**config.mk**
```make
export PLATFORM = sky130hd
export DESIGN_NAME = pulse_train_ctrl_flat
export DESIGN_NICKNAME = d
export VERILOG_FILES = /design/src/rtl/pulse_train_ctrl_if.sv /design/src/rtl/pulse_train_ctrl.sv /design/src/flat_wrapper.sv
export SDC_FILE = /design/constraint.sdc
export NUM_CORES = 1
export LEC_CHECK = 0
export BUFFER_PORTS_ARGS = -buffer_cell sky130_fd_sc_hd__buf_2
export CORE_ASPECT_RATIO = 0.6
export CORE_MARGIN = 5
export CORE_UTILIZATION = 59
export DETAILED_ROUTE_END_ITERATION = 8
export GPL_TIMING_DRIVEN = 0
export PLACE_DENSITY = 0.8
export REMOVE_ABC_BUFFERS = 1
export SETUP_SLACK_MARGIN = 0.4
export SLEW_MARGIN = 20
export SYNTH_ARGS = -nofsm -noshare
export SYNTH_HDL_FRONTEND = slang
export SYNTH_SLANG_ARGS = --single-unit
```
**constraint.sdc**
```tcl
create_clock -name clk -period 3.6 [get_ports clk]
set_input_delay 0.36 -clock clk [delete_from_list [all_inputs] [get_ports clk]]
set_output_delay 0.36 -clock clk [all_outputs]
set_load 0.01 [all_outputs]
```
**src/rtl/pulse_train_ctrl_if.sv**
```systemverilog
// Host-facing bundle for pulse_train_ctrl: config handshake, start/stop controls and burst status.
// The master drives config and controls; the slave (the sequencer) returns cfg_ready, signal and status.
interface pulse_train_ctrl_if #(
  parameter int CNT_W = 32,
  parameter int NP_W  = 16
);
  logic             cfg_valid;
  logic             cfg_ready;
  logic [CNT_W-1:0] cfg_half_period;
  logic [NP_W-1:0]  cfg_num_pulses;
  logic             start;
  logic             stop;
  logic             signal;
  logic             busy;
  logic             done;
  logic             aborted;
  logic [NP_W-1:0]  pulse_count;

  modport master (
    output cfg_valid, cfg_half_period, cfg_num_pulses, start, stop,
    input  cfg_ready, signal, busy, done, aborted, pulse_count
  );

  modport slave (
    input  cfg_valid, cfg_half_period, cfg_num_pulses, start, stop,
    output cfg_ready, signal, busy, done, aborted, pulse_count
  );
endinterface

```
**src/rtl/pulse_train_ctrl.sv**
```systemverilog
// Pulse-train sequencer: start sampled at edge t0 gives signal high from t0+1, H high / H low per pulse, done at t0+1+2NH.
// Config is accepted only in IDLE (cfg_ready low otherwise, cfg_valid ignored); start/stop are level-sampled, never stalled.
module pulse_train_ctrl #(
  parameter int CNT_W    = 32,
  parameter int NP_W     = 16,
  parameter int DEF_HALF = 8
) (
  input logic               clk,
  input logic               rst,
  pulse_train_ctrl_if.slave bus
);

  typedef enum logic [1:0] {IDLE, HIGH, LOW, DONE} state_t;

  state_t           state;
  logic [CNT_W-1:0] half_reg;
  logic [CNT_W-1:0] cnt;
  logic [NP_W-1:0]  np_reg;
  logic             signal_r;
  logic             busy_r;
  logic             done_r;
  logic             aborted_r;
  logic [NP_W-1:0]  pc_r;

  logic             cfg_xfer;
  logic [CNT_W-1:0] cfg_half_eff;
  logic [CNT_W-1:0] start_half;
  logic [NP_W-1:0]  pc_inc;

  assign bus.cfg_ready   = (state == IDLE) && !rst;
  assign bus.signal      = signal_r;
  assign bus.busy        = busy_r;
  assign bus.done        = done_r;
  assign bus.aborted     = aborted_r;
  assign bus.pulse_count = pc_r;

  assign cfg_xfer     = bus.cfg_valid && bus.cfg_ready;
  assign cfg_half_eff = (bus.cfg_half_period == '0) ? CNT_W'(1) : bus.cfg_half_period;
  // A config presented alongside start must take effect for that very burst.
  assign start_half   = cfg_xfer ? cfg_half_eff : half_reg;
  assign pc_inc       = (pc_r == '1) ? pc_r : pc_r + NP_W'(1);

  always_ff @(posedge clk) begin
    if (rst) begin
      state     <= IDLE;
      half_reg  <= CNT_W'(DEF_HALF);
      np_reg    <= '0;
      cnt       <= '0;
      signal_r  <= 1'b0;
      busy_r    <= 1'b0;
      done_r    <= 1'b0;
      aborted_r <= 1'b0;
      pc_r      <= '0;
    end else begin
      done_r <= 1'b0;
      case (state)
        IDLE: begin
          if (cfg_xfer) begin
            half_reg <= cfg_half_eff;
            np_reg   <= bus.cfg_num_pulses;
          end
          if (bus.start && !bus.stop) begin
            state     <= HIGH;
            signal_r  <= 1'b1;
            busy_r    <= 1'b1;
            pc_r      <= '0;
            aborted_r <= 1'b0;
            cnt       <= start_half - CNT_W'(1);
          end
        end
        HIGH: begin
          if (bus.stop) begin
            state     <= DONE;
            signal_r  <= 1'b0;
            busy_r    <= 1'b0;
            done_r    <= 1'b1;
            aborted_r <= 1'b1;
          end else if (cnt == '0) begin
            state    <= LOW;
            signal_r <= 1'b0;
            cnt      <= half_reg - CNT_W'(1);
          end else begin
            cnt <= cnt - CNT_W'(1);
          end
        end
        LOW: begin
          if (cnt == '0) begin
            pc_r <= pc_inc;
            // Normal completion outranks a coincident stop.
            if (np_reg != '0 && pc_inc == np_reg) begin
              state     <= DONE;
              busy_r    <= 1'b0;
              done_r    <= 1'b1;
              aborted_r <= 1'b0;
            end else if (bus.stop) begin
              state     <= DONE;
              busy_r    <= 1'b0;
              done_r    <= 1'b1;
              aborted_r <= 1'b1;
            end else begin
              state    <= HIGH;
              signal_r <= 1'b1;
              cnt      <= half_reg - CNT_W'(1);
            end
          end else if (bus.stop) begin
            state     <= DONE;
            busy_r    <= 1'b0;
            done_r    <= 1'b1;
            aborted_r <= 1'b1;
          end else begin
            cnt <= cnt - CNT_W'(1);
          end
        end
        DONE: begin
          state <= IDLE;
        end
        default: state <= IDLE;
      endcase
    end
  end

endmodule

```
**src/flat_wrapper.sv**
```systemverilog
// flat-port wrapper written by rule: the top's interface ports become plain ports
module pulse_train_ctrl_flat 
#(
  parameter int CNT_W    = 32,
  parameter int NP_W     = 16,
  parameter int DEF_HALF = 8
)
  (clk, rst, bus_cfg_valid, bus_cfg_half_period, bus_cfg_num_pulses, bus_start, bus_stop, bus_cfg_ready, bus_signal, bus_busy, bus_done, bus_aborted, bus_pulse_count);
  pulse_train_ctrl_if #(.CNT_W(CNT_W), .NP_W(NP_W)) bus_i ();
  input logic clk;
  input logic rst;
  input wire logic [$bits(bus_i.cfg_valid)-1:0] bus_cfg_valid;
  input wire logic [$bits(bus_i.cfg_half_period)-1:0] bus_cfg_half_period;
  input wire logic [$bits(bus_i.cfg_num_pulses)-1:0] bus_cfg_num_pulses;
  input wire logic [$bits(bus_i.start)-1:0] bus_start;
  input wire logic [$bits(bus_i.stop)-1:0] bus_stop;
  output wire logic [$bits(bus_i.cfg_ready)-1:0] bus_cfg_ready;
  output wire logic [$bits(bus_i.signal)-1:0] bus_signal;
  output wire logic [$bits(bus_i.busy)-1:0] bus_busy;
  output wire logic [$bits(bus_i.done)-1:0] bus_done;
  output wire logic [$bits(bus_i.aborted)-1:0] bus_aborted;
  output wire logic [$bits(bus_i.pulse_count)-1:0] bus_pulse_count;
  assign bus_i.cfg_valid = bus_cfg_valid;
  assign bus_i.cfg_half_period = bus_cfg_half_period;
  assign bus_i.cfg_num_pulses = bus_cfg_num_pulses;
  assign bus_i.start = bus_start;
  assign bus_i.stop = bus_stop;
  assign bus_cfg_ready = bus_i.cfg_ready;
  assign bus_signal = bus_i.signal;
  assign bus_busy = bus_i.busy;
  assign bus_done = bus_i.done;
  assign bus_aborted = bus_i.aborted;
  assign bus_pulse_count = bus_i.pulse_count;
  pulse_train_ctrl #(.CNT_W(CNT_W), .NP_W(NP_W), .DEF_HALF(DEF_HALF)) u_core (.clk(clk), .rst(rst), .bus(bus_i));
endmodule
```
==> flow_results.xml, run 1 <==
<?xml version="1.0" encoding="UTF-8"?>
<metrics>
  <group name="synth">
    <metric name="post_synth_inst_count" unit="">847</metric>
    <metric name="synth_simple_gate_area_share" unit="%">30.1</metric>
    <metric name="synth_area_leader_cell" unit="">sky130_fd_sc_hd__dfxtp_1</metric>
    <metric name="ys.flop_type" unit="">sky130_fd_sc_hd__dfxtp_1</metric>
    <metric name="synth.cell_area" unit="um^2">6430</metric>
    <metric name="ys_async_sr_fraction" unit="%">0</metric>
    <metric name="synth-edff-count" unit="">0</metric>
    <metric name="post_synth.cell_area_avg" unit="um^2">7.59</metric>
    <metric name="synth.lib_cells_used.distinct" unit="">70</metric>
    <metric name="dominant_combinational_cell_family_by_area_after_synthesis" unit="">simple AND/OR/NAND/NOR gates</metric>
    <metric name="synthDominantCellAreaShare" unit="%">31.8</metric>
    <metric name="netlist_top_cells_area" unit="">sky130_fd_sc_hd__dfxtp_1 32%, sky130_fd_sc_hd__nand2_1 9.5%, sky130_fd_sc_hd__a21oi_1 6.8%</metric>
    <metric name="share_of_the_synthesized_netlist_area_taken_by_xor_and_xnor_gates" unit="%">6.40</metric>
    <metric name="synth_compound_area_share" unit="%">21.4</metric>
    <metric name="ys_seq_elements" unit="">102</metric>
    <metric name="synth_warnings" unit="">0</metric>
    <metric name="synth.mux.area_fraction" unit="%">3.89</metric>
    <metric name="synth-adder-area-share" unit="%">1.36</metric>
    <metric name="synth_seq_area_share" unit="%">31.8</metric>
  </group>
  <group name="timing">
    <metric name="largest_clock_skew_in_the_final_design" unit="ns">0.00726</metric>
    <metric name="finalCritPeriodShare" unit="%">88.2</metric>
    <metric name="post-route-min-period" unit="ns">3.18</metric>
    <metric name="setup_viol_count_final" unit="">0</metric>
    <metric name="max_slew.worst_pin.slew" unit="ns">0.731</metric>
    <metric name="achievable-frequency" unit="MHz">315</metric>
    <metric name="totalNegativeSetupSlack" unit="ns">0</metric>
    <metric name="final-hold-violation-count" unit="">0</metric>
    <metric name="grt_setup_unrepaired" unit="">true</metric>
    <metric name="maxSlewViolCount" unit="">0</metric>
    <metric name="relative_max_transition_margin" unit="%">50.8</metric>
  </group>
  <group name="pwr">
    <metric name="netSwitchingFraction" unit="%">45.7</metric>
    <metric name="clock_power_share" unit="%">16.8</metric>
    <metric name="power_report.internal_total" unit="uW">3660</metric>
    <metric name="leakage" unit="uW">0.00309</metric>
    <metric name="totalPowerFinal" unit="uW">6740</metric>
    <metric name="seq_power_share" unit="%">24.4</metric>
    <metric name="comb_power_share" unit="%">58.7</metric>
    <metric name="pd_cells" unit="nW/um^2">855</metric>
    <metric name="worst_supply_voltage_drop_on_vdd" unit="mV">0.742</metric>
    <metric name="p_switching" unit="uW">3080</metric>
  </group>
  <group name="clock_tree">
    <metric name="cts-root-buf" unit="">sky130_fd_sc_hd__clkbuf_16</metric>
    <metric name="worst_setup_hold_path_clk_slew" unit="ns">0.07</metric>
    <metric name="ctsHtreeMaxLevel" unit="">3</metric>
    <metric name="cts_inserted_buffers" unit="">9</metric>
    <metric name="cts.sinks" unit="">102</metric>
    <metric name="clkLatencyLatePin" unit="ns">0.35</metric>
    <metric name="cts_max_path_buffers" unit="">2</metric>
    <metric name="tritoncts" unit="">yes</metric>
  </group>
  <group name="route">
    <metric name="dr.pass1.iters" unit="">7</metric>
    <metric name="avgRoutedWirePerCell" unit="um">21.0</metric>
    <metric name="post_drt_via_cell_ratio" unit="">6.75</metric>
    <metric name="detailedRoute.firstIterationViolations" unit="">1438</metric>
    <metric name="routed_wl" unit="mm">22.7</metric>
    <metric name="vias" unit="">7278</metric>
    <metric name="number_of_nets_with_antenna_violations_after_routing" unit="">0</metric>
    <metric name="route.detailed.drc" unit="">0</metric>
  </group>
  <group name="place">
    <metric name="port_buffers" unit="">73</metric>
    <metric name="place_area" unit="um^2">6840</metric>
    <metric name="final_wtd_congestion" unit="">0.985</metric>
    <metric name="post-dp-hpwl" unit="mm">14.4</metric>
    <metric name="post-place-cells" unit="">1009</metric>
  </group>
  <group name="critical_path">
    <metric name="critical_path_buf_inv_count" unit="">4</metric>
    <metric name="worst_setup_path_start_kind" unit="">register</metric>
    <metric name="critical-path-top-delay-family" unit="">simple AND/OR/NAND/NOR gates</metric>
    <metric name="timing.critical_path.cells" unit="">inv_2 -&gt; ha_4 -&gt; clkinvlp_4 -&gt; buf_12 -&gt; or3_4 -&gt; a221o_1 -&gt; a211oi_2 -&gt; and2_4 -&gt; nor3b_4 -&gt; buf_6 -&gt; nand2_1 -&gt; xor2_1 -&gt; mux2i_1 -&gt; nor2_1</metric>
    <metric name="critical_path.startpoint" unit="">u_core.state[1]</metric>
    <metric name="r2r_endpoint" unit="">u_core.cnt[14]</metric>
    <metric name="ff2ff_path_depth" unit="">14</metric>
    <metric name="regToRegSetupSlack" unit="ns">0.42</metric>
    <metric name="path_max_fanout" unit="">7</metric>
    <metric name="cp_slowest_stage_delay" unit="ns">0.37</metric>
    <metric name="critical_path_arrival" unit="ns">3.39</metric>
    <metric name="crit_cells" unit="">14</metric>
    <metric name="critPathCaptureType" unit="">register</metric>
    <metric name="crit-reg2reg-launch" unit="">u_core.state[1]</metric>
    <metric name="timing_worst_setup_path_type" unit="">register to register</metric>
    <metric name="critical_path.slowest_cell" unit="">sky130_fd_sc_hd__dfxtp_4</metric>
    <metric name="endpoint" unit="">u_core.cnt[14]</metric>
    <metric name="crit_required" unit="ns">3.81</metric>
  </group>
  <group name="layout">
    <metric name="design.final.nets" unit="">996</metric>
    <metric name="utilization" unit="%">74.4</metric>
    <metric name="area.sequential" unit="um^2">2070</metric>
    <metric name="areaGrowthSynthToFinish" unit="%">22.7</metric>
    <metric name="layout_cells_sized_above_1" unit="%">24.7</metric>
    <metric name="stdcell_count" unit="">1079</metric>
    <metric name="multi_input_comb_area" unit="um^2">4330</metric>
    <metric name="fillCellCount" unit="">762</metric>
    <metric name="count_of_antenna_diodes_in_the_layout" unit="">0</metric>
    <metric name="final_cell_mix" unit="">159 x sky130_fd_sc_hd__nand2_1, 87 x sky130_fd_sc_hd__a21oi_1, 86 x sky130_fd_sc_hd__dfxtp_1, 72 x sky130_fd_sc_hd__buf_2, 64 x sky130_fd_sc_hd__nor2_1</metric>
    <metric name="final_design_area_no_fill" unit="um^2">7890</metric>
    <metric name="layout_commonest_cell" unit="">sky130_fd_sc_hd__nand2_1</metric>
  </group>
  <group name="die">
    <metric name="placeableCoreArea" unit="um^2">10600</metric>
    <metric name="rows" unit="">29</metric>
    <metric name="die_area" unit="um^2">13200</metric>
    <metric name="floorplan.die.height" unit="um">90.9</metric>
    <metric name="design.portCount" unit="">74</metric>
    <metric name="die_w" unit="um">145</metric>
    <metric name="initial_utilization" unit="%">60.7</metric>
  </group>
  <group name="global_routing">
    <metric name="globalRouteOverflowTotal" unit="">0</metric>
    <metric name="initial_antenna_violation_count" unit="">0</metric>
    <metric name="grt_max_degree" unit="">58</metric>
    <metric name="gr-usage-all-layers" unit="%">32.7</metric>
    <metric name="grt_pass1_vias" unit="">6517</metric>
    <metric name="grt_pass1_wl" unit="mm">34.6</metric>
  </group>
  <group name="outcome">
    <metric name="run_status" unit="">complete, no violations</metric>
  </group>
  <group name="worst_hold_path">
    <metric name="hold_class" unit="">primary input to register</metric>
  </group>
  <group name="flow_run">
    <metric name="drv_cap" unit="">0</metric>
  </group>
</metrics>
-- through the flow --
stage	hold slack, ns	setup slack [ns]
global route	0.241	0.333
floorplan	0.425	-0.839
detailed placement	0.447	-1.11
global placement	0.442	-2.40
CTS	0.251	0.401
finish	0.248	0.425
-- metal layers --
metal	vias up	part of all wire (%)	track usage, %
li1	3237	-	-
met1	3320	41	49.8
met2	613	40	44.0
met3	108	17	11.1
met4	0	2.6	7.14
met5	-	0	0
-- power groups by stage --
| stage | registers, uW | clock network, uW | logic, uW |
|---|---|---|---|
| finish | 1650 | 1130 | 3960 |
| global route | 1660 | 1170 | 4180 |
| CTS | 1620 | 1130 | 3460 |
| detailed placement | 1630 | 0 | 3040 |
| global placement | 1620 | 0 | 2780 |
| floorplan | 1560 | 0 | 2150 |
-- tightest hold or removal path, cell delays in order --
cell and delay [ns]:
sky130_fd_sc_hd__buf_2 0.10, sky130_fd_sc_hd__nand2_1 0.04, sky130_fd_sc_hd__a21oi_1 0.05
-- what timing repair did --
item	CTS	global route
pin swaps	10	16
gates cloned	4	0
resized for setup	32	38
hold buffers	0	0
endpoints found under the setup margin	48	32
setup buffers	32	19
-- Yosys cell counts, types with 17 or more instances --
| cell type | instances |
|---|---|
| sky130_fd_sc_hd__xnor2_1 | 27 |
| sky130_fd_sc_hd__nor4_1 | 23 |
| sky130_fd_sc_hd__nand3_1 | 19 |
| sky130_fd_sc_hd__and3_1 | 22 |
| sky130_fd_sc_hd__o21ai_0 | 30 |
| sky130_fd_sc_hd__a21oi_1 | 87 |
| sky130_fd_sc_hd__nand2_1 | 162 |
| sky130_fd_sc_hd__nand4_1 | 17 |
| sky130_fd_sc_hd__dfxtp_1 | 102 |
| sky130_fd_sc_hd__nor3_1 | 26 |
| sky130_fd_sc_hd__nor2_1 | 65 |
| sky130_fd_sc_hd__xor2_1 | 20 |
| sky130_fd_sc_hd__clkbuf_1 | 36 |
| sky130_fd_sc_hd__mux2i_1 | 25 |
| sky130_fd_sc_hd__a221oi_1 | 20 |
-- cells by family after synthesis --
kind of cell | Yosys count
and+or+nand+nor | 388
muxes | 25
AOI/OAI and AO/OA | 209
xor gates and xnor gates | 47
DFF | 102
adders and majority gates | 7
buffers and inverters | 69
-- area by class of cell --
type / instances / area share, %
Tap cell: 139 / 2.21
Timing Repair Buffer: 131 / 11.7
Multi-Input combinational cell: 679 / 54.9
Timing Repair inverter: 1 / 0.0635
Clock inverter: 4 / 1.21
Clock buffer: 11 / 3.08
Inverter: 12 / 0.651
Sequential cell: 102 / 26.3
-- how the worst min path moves through the flow --
stage,startpoint,endpoint,cells after the start
global route,bus_cfg_num_pulses[5],u_core.np_reg[5],3
CTS,bus_cfg_num_pulses[5],u_core.np_reg[5],3
floorplan,rst,u_core.cnt[30],1
finish,bus_cfg_num_pulses[11],u_core.np_reg[11],3
detailed placement,u_core.half_reg[31],u_core.half_reg[31],2
global placement,u_core.half_reg[1],u_core.half_reg[1],2
(Power assumes the default switching activity.)
==> inputs of run 2 (changes only) <==
--- a/config.mk
+++ b/config.mk
@@ -5,13 +5,14 @@
 export SDC_FILE = /design/constraint.sdc
 export NUM_CORES = 1
 export LEC_CHECK = 0
+export ABC_AREA = 1
 export BUFFER_PORTS_ARGS = -buffer_cell sky130_fd_sc_hd__buf_2
 export CORE_ASPECT_RATIO = 0.6
 export CORE_MARGIN = 5
-export CORE_UTILIZATION = 59
+export CORE_UTILIZATION = 60
 export DETAILED_ROUTE_END_ITERATION = 8
 export GPL_TIMING_DRIVEN = 0
-export PLACE_DENSITY = 0.8
+export PLACE_DENSITY = 0.81
 export REMOVE_ABC_BUFFERS = 1
 export SETUP_SLACK_MARGIN = 0.4
 export SLEW_MARGIN = 20
==> run 2 against run 1 <==
  * Worst hold slack better by 0.036 ns
  * Power fell by 1.1%
  * First-iteration DRC count is 30% lower
  * Via count rose by 3.1%
  * Sequential share of layout area is 0.094 points higher
  * Register-to-register slack better by 0.11 ns
  * Die area rose by 2.0%
  * Clock-buffer cell count shrank 1
  * Wire length shrank 7.1%
  * Fmax up 3.4%
  * Worst setup slack better by 0.11 ns
==> flow_results.xml, run 2 <==
<?xml version="1.0" encoding="UTF-8"?>
<metrics>
  <group name="route">
    <metric name="post_drt_via_cell_ratio" unit="">5.50</metric>
    <metric name="vias" unit="">7503</metric>
    <metric name="dr.pass1.iters" unit="">5</metric>
    <metric name="number_of_nets_with_antenna_violations_after_routing" unit="">0</metric>
    <metric name="route.detailed.drc" unit="">0</metric>
    <metric name="routed_wl" unit="mm">21.1</metric>
    <metric name="detailedRoute.firstIterationViolations" unit="">1006</metric>
    <metric name="avgRoutedWirePerCell" unit="um">15.5</metric>
  </group>
  <group name="critical_path">
    <metric name="critical_path_arrival" unit="ns">3.31</metric>
    <metric name="timing.critical_path.cells" unit="">inv_2 -&gt; ha_4 -&gt; inv_1 -&gt; nor2_4 -&gt; buf_12 -&gt; nand2_4 -&gt; nand2_1 -&gt; o21ai_0 -&gt; inv_1 -&gt; nand2_1 -&gt; nand2_1 -&gt; nand2_1 -&gt; nor2_2 -&gt; nand2_2 -&gt; nor2_1 -&gt; nand3b_1 -&gt; a21oi_1 -&gt; nor2_1</metric>
    <metric name="timing_worst_setup_path_type" unit="">register to register</metric>
    <metric name="crit_required" unit="ns">3.84</metric>
    <metric name="path_max_fanout" unit="">22</metric>
    <metric name="critPathCaptureType" unit="">register</metric>
    <metric name="worst_setup_path_start_kind" unit="">register</metric>
    <metric name="cp_slowest_stage_delay" unit="ns">0.36</metric>
    <metric name="critical_path.slowest_cell" unit="">sky130_fd_sc_hd__dfxtp_1</metric>
    <metric name="path_common_cell" unit="">sky130_fd_sc_hd__nand2_1</metric>
  </group>
  <group name="synth">
    <metric name="post_synth_inst_count" unit="">1159</metric>
    <metric name="synth-adder-area-share" unit="%">1.31</metric>
    <metric name="synth.cell_area" unit="um^2">6680</metric>
    <metric name="ys_async_sr_fraction" unit="%">0</metric>
    <metric name="synth_area_leader_cell" unit="">sky130_fd_sc_hd__dfxtp_1</metric>
    <metric name="dominant_combinational_cell_family_by_area_after_synthesis" unit="">simple AND/OR/NAND/NOR gates</metric>
    <metric name="post_synth.cell_area_avg" unit="um^2">5.77</metric>
    <metric name="netlist_top_cells_area" unit="">sky130_fd_sc_hd__dfxtp_1 31%, sky130_fd_sc_hd__nand2_1 23%, sky130_fd_sc_hd__nor2_1 11%</metric>
    <metric name="synthDominantCellAreaShare" unit="%">30.6</metric>
    <metric name="synth.mux.area_fraction" unit="%">0</metric>
    <metric name="ys.flop_type" unit="">sky130_fd_sc_hd__dfxtp_1</metric>
    <metric name="synth_compound_area_share" unit="%">9.14</metric>
    <metric name="synthTopCellsByCount" unit="">401 x sky130_fd_sc_hd__nand2_1, 196 x sky130_fd_sc_hd__nor2_1, 157 x sky130_fd_sc_hd__inv_1, 102 x sky130_fd_sc_hd__dfxtp_1, 63 x sky130_fd_sc_hd__nand3_1</metric>
    <metric name="ys_seq_elements" unit="">102</metric>
    <metric name="synth_warnings" unit="">0</metric>
    <metric name="synth_simple_gate_area_share" unit="%">43.3</metric>
    <metric name="synth_most_common_cell" unit="">sky130_fd_sc_hd__nand2_1</metric>
    <metric name="synth_seq_area_share" unit="%">30.6</metric>
    <metric name="synth.lib_cells_used.distinct" unit="">35</metric>
    <metric name="share_of_the_synthesized_netlist_area_taken_by_xor_and_xnor_gates" unit="%">3.54</metric>
    <metric name="synth-edff-count" unit="">0</metric>
  </group>
  <group name="global_routing">
    <metric name="globalRouteOverflowTotal" unit="">0</metric>
    <metric name="grt_pass1_wl" unit="mm">33.9</metric>
    <metric name="grt_pass1_vias" unit="">6550</metric>
    <metric name="gr-usage-all-layers" unit="%">31.3</metric>
    <metric name="grt_max_degree" unit="">64</metric>
    <metric name="initial_antenna_violation_count" unit="">0</metric>
  </group>
  <group name="layout">
    <metric name="final_design_area_no_fill" unit="um^2">7750</metric>
    <metric name="layout_commonest_cell" unit="">sky130_fd_sc_hd__nand2_1</metric>
    <metric name="utilization" unit="%">72.2</metric>
    <metric name="count_of_antenna_diodes_in_the_layout" unit="">0</metric>
    <metric name="design.final.nets" unit="">1283</metric>
    <metric name="final_cell_mix" unit="">399 x sky130_fd_sc_hd__nand2_1, 185 x sky130_fd_sc_hd__nor2_1, 153 x sky130_fd_sc_hd__inv_1, 100 x sky130_fd_sc_hd__dfxtp_1, 72 x sky130_fd_sc_hd__buf_2</metric>
    <metric name="layout_cells_sized_above_1" unit="%">12.5</metric>
    <metric name="areaGrowthSynthToFinish" unit="%">16.0</metric>
    <metric name="fillCellCount" unit="">948</metric>
  </group>
  <group name="clock_tree">
    <metric name="cts.sinks" unit="">102</metric>
    <metric name="cts_inserted_buffers" unit="">9</metric>
    <metric name="tritoncts" unit="">yes</metric>
    <metric name="ctsHtreeMaxLevel" unit="">3</metric>
    <metric name="worst_setup_hold_path_clk_slew" unit="ns">0.07</metric>
    <metric name="cts_max_path_buffers" unit="">2</metric>
    <metric name="cts-root-buf" unit="">sky130_fd_sc_hd__clkbuf_16</metric>
    <metric name="postCtsHoldBufs" unit="">0</metric>
    <metric name="clkLatencyLatePin" unit="ns">0.35</metric>
  </group>
  <group name="die">
    <metric name="die_w" unit="um">146</metric>
    <metric name="floorplan.die.height" unit="um">91.7</metric>
    <metric name="design.portCount" unit="">74</metric>
    <metric name="rows" unit="">29</metric>
    <metric name="initial_utilization" unit="%">62.2</metric>
    <metric name="placeableCoreArea" unit="um^2">10700</metric>
    <metric name="die_area" unit="um^2">13400</metric>
  </group>
  <group name="timing">
    <metric name="finalCritPeriodShare" unit="%">85.3</metric>
    <metric name="max_slew.worst_pin.slew" unit="ns">0.930</metric>
    <metric name="maxSlewViolCount" unit="">0</metric>
    <metric name="grt_setup_unrepaired" unit="">true</metric>
    <metric name="post-route-min-period" unit="ns">3.07</metric>
    <metric name="final-hold-violation-count" unit="">0</metric>
    <metric name="worst_hold_slack_across_all_endpoints" unit="ns">0.284</metric>
    <metric name="relative_max_transition_margin" unit="%">37.9</metric>
    <metric name="setup_viol_count_final" unit="">0</metric>
    <metric name="largest_clock_skew_in_the_final_design" unit="ns">0.00697</metric>
    <metric name="totalNegativeSetupSlack" unit="ns">0</metric>
    <metric name="achievable-frequency" unit="MHz">326</metric>
  </group>
  <group name="worst_hold_path">
    <metric name="hold_class" unit="">primary input to register</metric>
  </group>
  <group name="outcome">
    <metric name="run_status" unit="">complete, no violations</metric>
  </group>
  <group name="pwr">
    <metric name="leakage" unit="uW">0.00389</metric>
    <metric name="totalPowerFinal" unit="uW">6660</metric>
    <metric name="pd_cells" unit="nW/um^2">860</metric>
    <metric name="worst_supply_voltage_drop_on_vdd" unit="mV">0.472</metric>
  </group>
  <group name="place">
    <metric name="place_area" unit="um^2">7080</metric>
    <metric name="final_wtd_congestion" unit="">0.946</metric>
    <metric name="port_buffers" unit="">73</metric>
    <metric name="post-dp-hpwl" unit="mm">13.6</metric>
  </group>
  <group name="flow_run">
    <metric name="drv_cap" unit="">0</metric>
  </group>
</metrics>
## run 2: changes by cell type after synthesis, moves of 25 or more
cell	delta
sky130_fd_sc_hd__a21oi_1	-38
sky130_fd_sc_hd__inv_1	+146
sky130_fd_sc_hd__mux2i_1	-25
sky130_fd_sc_hd__nand2_1	+239
sky130_fd_sc_hd__nand3_1	+44
sky130_fd_sc_hd__nor2_1	+131
## run 2: worst paths after layout
path / from / end / slack, ns / depth (start not counted)
worst max-delay path: u_core.state[0] / u_core.cnt[29] / 0.53 / 18
worst min-delay path: bus_cfg_num_pulses[0] / u_core.np_reg[0] / 0.28 / 3
worst max register to register: u_core.state[0] / u_core.cnt[29] / 0.53 / 18
worst min register to register: u_core.cnt[8] / u_core.cnt[8] / 0.49 / 2
## run 2: repair_timing
| item | 4_1_cts | 5_1_grt |
|---|---|---|
| pin swaps | 2 | 5 |
| cloned | 8 | 0 |
| buffers inserted | 2 | 8 |
| gates resized for setup | 14 | 26 |
| setup endpoints to repair | 32 | 37 |
## run 2: metal layers
metal	up-vias	routed length (um)	global-route usage (%)	part of all wire, %
met5	-	0	0	0
met4	0	252	5.56	1.2
met3	32	2960	9.21	14
met2	442	8000	41.7	38
met1	3339	9870	49.2	47
li1	3690	-	-	-
## run 2: logic make-up (layout without fill, tap and decap cells)
kind of cell    after synthesis  after routing
compound gates              115            115
simple gates                708            716
fa+ha+maj                     7              7
flops                       102            102
buf+inv                     200            259
xor+xnor                     27             27
## run 2: critical path, delay by kind of cell (launching register included)
kind,cells,cell delay (ns)
AOI/OAI and AO/OA,2,0.33
adders and majority gates,1,0.15
buffers and inverters,4,0.44
DFF,1,0.36
and+or+nand+nor,11,1.67
## run 2: per-stage QoR
stage,instances,setup slack (ns)
floorplan,1118,0.154
global placement,1330,-1.83
detailed placement,1332,-0.774
CTS,1356,0.346
global route,1365,0.357
finish,1365,0.530
## run 2: cell type report
cell class / count / area [um^2] / area share [%]
clock buffers: 10 / 229 / 2.95
multi-input cells: 865 / 4070 / 52.5
inverters: 159 / 602 / 7.76
repair buffers: 86 / 534 / 6.89
well taps: 139 / 174 / 2.24
clock inverters: 4 / 97.6 / 1.26
flip-flops and latches: 102 / 2040 / 26.4
## run 2: power breakdown
part,total (uW),leakage [uW],internal (uW),switching [uW]
sequential,1560,0.000836,1390,166
clock,1110,0.000155,673,438
combinational,4000,0.00290,1280,2720
==> inputs of run 3 (changes only) <==
==> constraint.sdc (replaced) <==
create_clock -name clk -period 2.85 [get_ports clk]
set_input_delay 0.285 -clock clk [delete_from_list [all_inputs] [get_ports clk]]
set_output_delay 0.285 -clock clk [all_outputs]
set_load 0.01 [all_outputs]
==> run 3 against run 2 <==
  * The run now ends with design-rule violations, negative setup slack left
  * Non-clock buffer count increased by 60
  * Die area unchanged
  * Flip-flop and latch count unchanged
  * Largest power group unchanged
  * Highest routed layer unchanged
  * Sequential share of layout area decreased by 3.7 points
  * Critical endpoint is now u_core.cnt[31]
  * Clock power increased by 28%
==> flow_results.xml, run 3 (synthesis gave the netlist of run 2 again) <==
<?xml version="1.0" encoding="UTF-8"?>
<metrics>
  <group name="die">
    <metric name="design.portCount" unit="">74</metric>
    <metric name="die_w" unit="um">146</metric>
    <metric name="die_area" unit="um^2">13400</metric>
    <metric name="placeableCoreArea" unit="um^2">10700</metric>
    <metric name="initial_utilization" unit="%">62.2</metric>
    <metric name="rows" unit="">29</metric>
    <metric name="floorplan.die.height" unit="um">91.7</metric>
  </group>
  <group name="flow_run">
    <metric name="drv_cap" unit="">0</metric>
  </group>
  <group name="global_routing">
    <metric name="grt_max_degree" unit="">64</metric>
    <metric name="globalRouteOverflowTotal" unit="">0</metric>
    <metric name="gr-usage-all-layers" unit="%">35.7</metric>
    <metric name="initial_antenna_violation_count" unit="">0</metric>
    <metric name="grt_pass1_vias" unit="">7382</metric>
    <metric name="grt_pass1_wl" unit="mm">38.4</metric>
  </group>
  <group name="layout">
    <metric name="layout_commonest_cell" unit="">sky130_fd_sc_hd__nand2_1</metric>
    <metric name="final_cell_mix" unit="">308 x sky130_fd_sc_hd__nand2_1, 150 x sky130_fd_sc_hd__nor2_1, 146 x sky130_fd_sc_hd__inv_1, 86 x sky130_fd_sc_hd__nand2_2, 85 x sky130_fd_sc_hd__dfxtp_1</metric>
    <metric name="count_of_antenna_diodes_in_the_layout" unit="">0</metric>
    <metric name="areaGrowthSynthToFinish" unit="%">37.7</metric>
    <metric name="design.final.nets" unit="">1349</metric>
    <metric name="layout_cells_sized_above_1" unit="%">30.6</metric>
  </group>
  <group name="timing">
    <metric name="largest_clock_skew_in_the_final_design" unit="ns">0.00924</metric>
    <metric name="setup_viol_count_final" unit="">2</metric>
    <metric name="max_slew.worst_pin.slew" unit="ns">0.977</metric>
    <metric name="maxSlewViolCount" unit="">0</metric>
    <metric name="grt_setup_unrepaired" unit="">true</metric>
    <metric name="worst_hold_slack_across_all_endpoints" unit="ns">0.206</metric>
    <metric name="final-hold-violation-count" unit="">0</metric>
    <metric name="final_ws_setup" unit="ns">-0.0498</metric>
    <metric name="relative_max_transition_margin" unit="%">34.9</metric>
    <metric name="finalCritPeriodShare" unit="%">102</metric>
    <metric name="achievable-frequency" unit="MHz">345</metric>
    <metric name="post-route-min-period" unit="ns">2.90</metric>
  </group>
  <group name="route">
    <metric name="number_of_nets_with_antenna_violations_after_routing" unit="">0</metric>
    <metric name="post_drt_via_cell_ratio" unit="">6.23</metric>
    <metric name="routed_wl" unit="mm">29.3</metric>
    <metric name="vias" unit="">8920</metric>
    <metric name="detailedRoute.firstIterationViolations" unit="">1759</metric>
    <metric name="avgRoutedWirePerCell" unit="um">20.5</metric>
    <metric name="dr.pass1.iters" unit="">9</metric>
    <metric name="route.detailed.drc" unit="">2</metric>
  </group>
  <group name="critical_path">
    <metric name="cp_slowest_stage_delay" unit="ns">0.36</metric>
    <metric name="critical_path.slowest_cell" unit="">sky130_fd_sc_hd__dfxtp_4</metric>
    <metric name="r2r_endpoint" unit="">u_core.cnt[31]</metric>
    <metric name="worst_setup_path_start_kind" unit="">register</metric>
    <metric name="critical_path_buf_inv_count" unit="">5</metric>
    <metric name="critical-path-top-delay-family" unit="">simple AND/OR/NAND/NOR gates</metric>
    <metric name="critical_path_arrival" unit="ns">3.19</metric>
    <metric name="path_max_fanout" unit="">7</metric>
    <metric name="regToRegSetupSlack" unit="ns">-0.05</metric>
    <metric name="timing_worst_setup_path_type" unit="">register to register</metric>
    <metric name="ff2ff_path_depth" unit="">20</metric>
    <metric name="crit-reg2reg-launch" unit="">u_core.state[0]</metric>
    <metric name="crit_required" unit="ns">3.14</metric>
    <metric name="critPathCaptureType" unit="">register</metric>
    <metric name="timing.critical_path.cells" unit="">inv_4 -&gt; ha_4 -&gt; inv_4 -&gt; nor2_4 -&gt; buf_12 -&gt; nand2_8 -&gt; nand2_2 -&gt; o21ai_0 -&gt; inv_1 -&gt; nand2_1 -&gt; nand2_2 -&gt; nand2_1 -&gt; nor2_2 -&gt; nand2_2 -&gt; nor2_4 -&gt; buf_4 -&gt; nand2_1 -&gt; nand2_1 -&gt; a21oi_2 -&gt; nor2_1</metric>
    <metric name="path_common_cell" unit="">sky130_fd_sc_hd__nand2_1</metric>
  </group>
  <group name="worst_hold_path">
    <metric name="timing.hold.worst_endpoint" unit="">u_core.np_reg[0]</metric>
    <metric name="timing.hold.worst.start" unit="">bus_cfg_num_pulses[0]</metric>
    <metric name="hold-path-cell-count" unit="">3</metric>
    <metric name="hold_class" unit="">primary input to register</metric>
  </group>
  <group name="place">
    <metric name="final_wtd_congestion" unit="">0.946</metric>
    <metric name="post-dp-hpwl" unit="mm">13.6</metric>
    <metric name="port_buffers" unit="">73</metric>
  </group>
  <group name="clock_tree">
    <metric name="cts.sinks" unit="">102</metric>
    <metric name="worst_setup_hold_path_clk_slew" unit="ns">0.07</metric>
    <metric name="tritoncts" unit="">yes</metric>
    <metric name="clkLatencyLatePin" unit="ns">0.36</metric>
    <metric name="cts_inserted_buffers" unit="">9</metric>
    <metric name="ctsHtreeMaxLevel" unit="">3</metric>
    <metric name="cts_max_path_buffers" unit="">2</metric>
    <metric name="cts-root-buf" unit="">sky130_fd_sc_hd__clkbuf_16</metric>
  </group>
  <group name="pwr">
    <metric name="totalPowerFinal" unit="uW">10800</metric>
    <metric name="leakage" unit="uW">0.00441</metric>
    <metric name="worst_supply_voltage_drop_on_vdd" unit="mV">0.588</metric>
    <metric name="pd_cells" unit="nW/um^2">1180</metric>
  </group>
  <group name="outcome">
    <metric name="run_status" unit="">finished, violations left</metric>
    <metric name="violated_checks" unit="">design-rule violations, negative setup slack</metric>
  </group>
</metrics>
-- run 3: cell count changes in the layout (fill, tap and decap cells not counted), sizes merged --
cell and change:
clkbuf +1, buf +58, nand2 +5, bufbuf +1
clkinv +2, clkinvlp +1, nand3 +1, inv -3
-- run 3: per-layer routing --
| layer | vias up | wire, um | part of all wire (%) | track usage (%) |
|---|---|---|---|---|
| met5 | - | 0 | 0 | 0 |
| met4 | 0 | 1910 | 6.5 | 9.39 |
| met3 | 269 | 5260 | 18 | 14.1 |
| met2 | 913 | 11600 | 39 | 49.9 |
| met1 | 3904 | 10600 | 36 | 50.9 |
| li1 | 3834 | - | - | - |
-- run 3: cell type report --
type	instances	area (um^2)
timing repair buffer	146	1160
clock buffer	10	229
tap	139	174
fill	594	1540
multi-input combinational	871	4820
sequential	102	2090
inverter	159	628
clock inverter	4	97.6
-- run 3: worst max-delay path by stage --
stage	slack, ns	depth (start not counted)	to	startpoint
2_1_floorplan	-0.60	20	u_core.cnt[24]	u_core.state[0]
3_3_place_gp	-2.51	18	u_core.cnt[24]	rst
3_5_place_dp	-1.45	18	u_core.cnt[24]	rst
4_1_cts	0.36	20	u_core.cnt[24]	u_core.state[1]
5_1_grt	-0.1	20	u_core.cnt[19]	u_core.state[0]
6_report	-0.05	20	u_core.cnt[31]	u_core.state[0]
-- run 3: worst register-to-register path: cells and delay by family, from the launching register on --
family | cells | cell delay, ns
and+or+nand+nor | 12 | 1.51
buffers and inverters | 5 | 0.61
DFF | 1 | 0.36
AOI/OAI and AO/OA | 2 | 0.23
adders and majority gates | 1 | 0.15
-- run 3: through the flow --
stage	area (um^2)	std cells	worst slack, ns	util (%)	setup TNS (ns)
final	9200	1431	-0.0498	85.7	-0.0760
after global routing	9200	1431	-0.0989	85.7	-0.397
after CTS	8430	1399	0.361	78.5	0
after detailed placement	7080	1332	-1.45	65.9	-36.61
after global placement	7010	1330	-2.51	65.2	-87.05
after floorplan	6470	1118	-0.596	-	-11.49
-- run 3: what timing repair did --
action | 4_1_cts | 5_1_grt
hold buffers | 0 | 0
gates resized for setup | 149 | 153
cloned | 14 | 2
setup buffers | 39 | 30
pin swaps | 39 | 64
setup endpoints to repair | 47 | 53
-- run 3: power by group --
| part | total (uW) | leakage, uW | internal (uW) | switching [uW] |
|---|---|---|---|---|
| Clock | 1420 | 0.000155 | 850 | 572 |
| Sequential | 1990 | 0.000847 | 1750 | 237 |
| Combinational | 7420 | 0.00341 | 2450 | 4970 |
| Total | 10800 | 0.00441 | 5050 | 5780 |
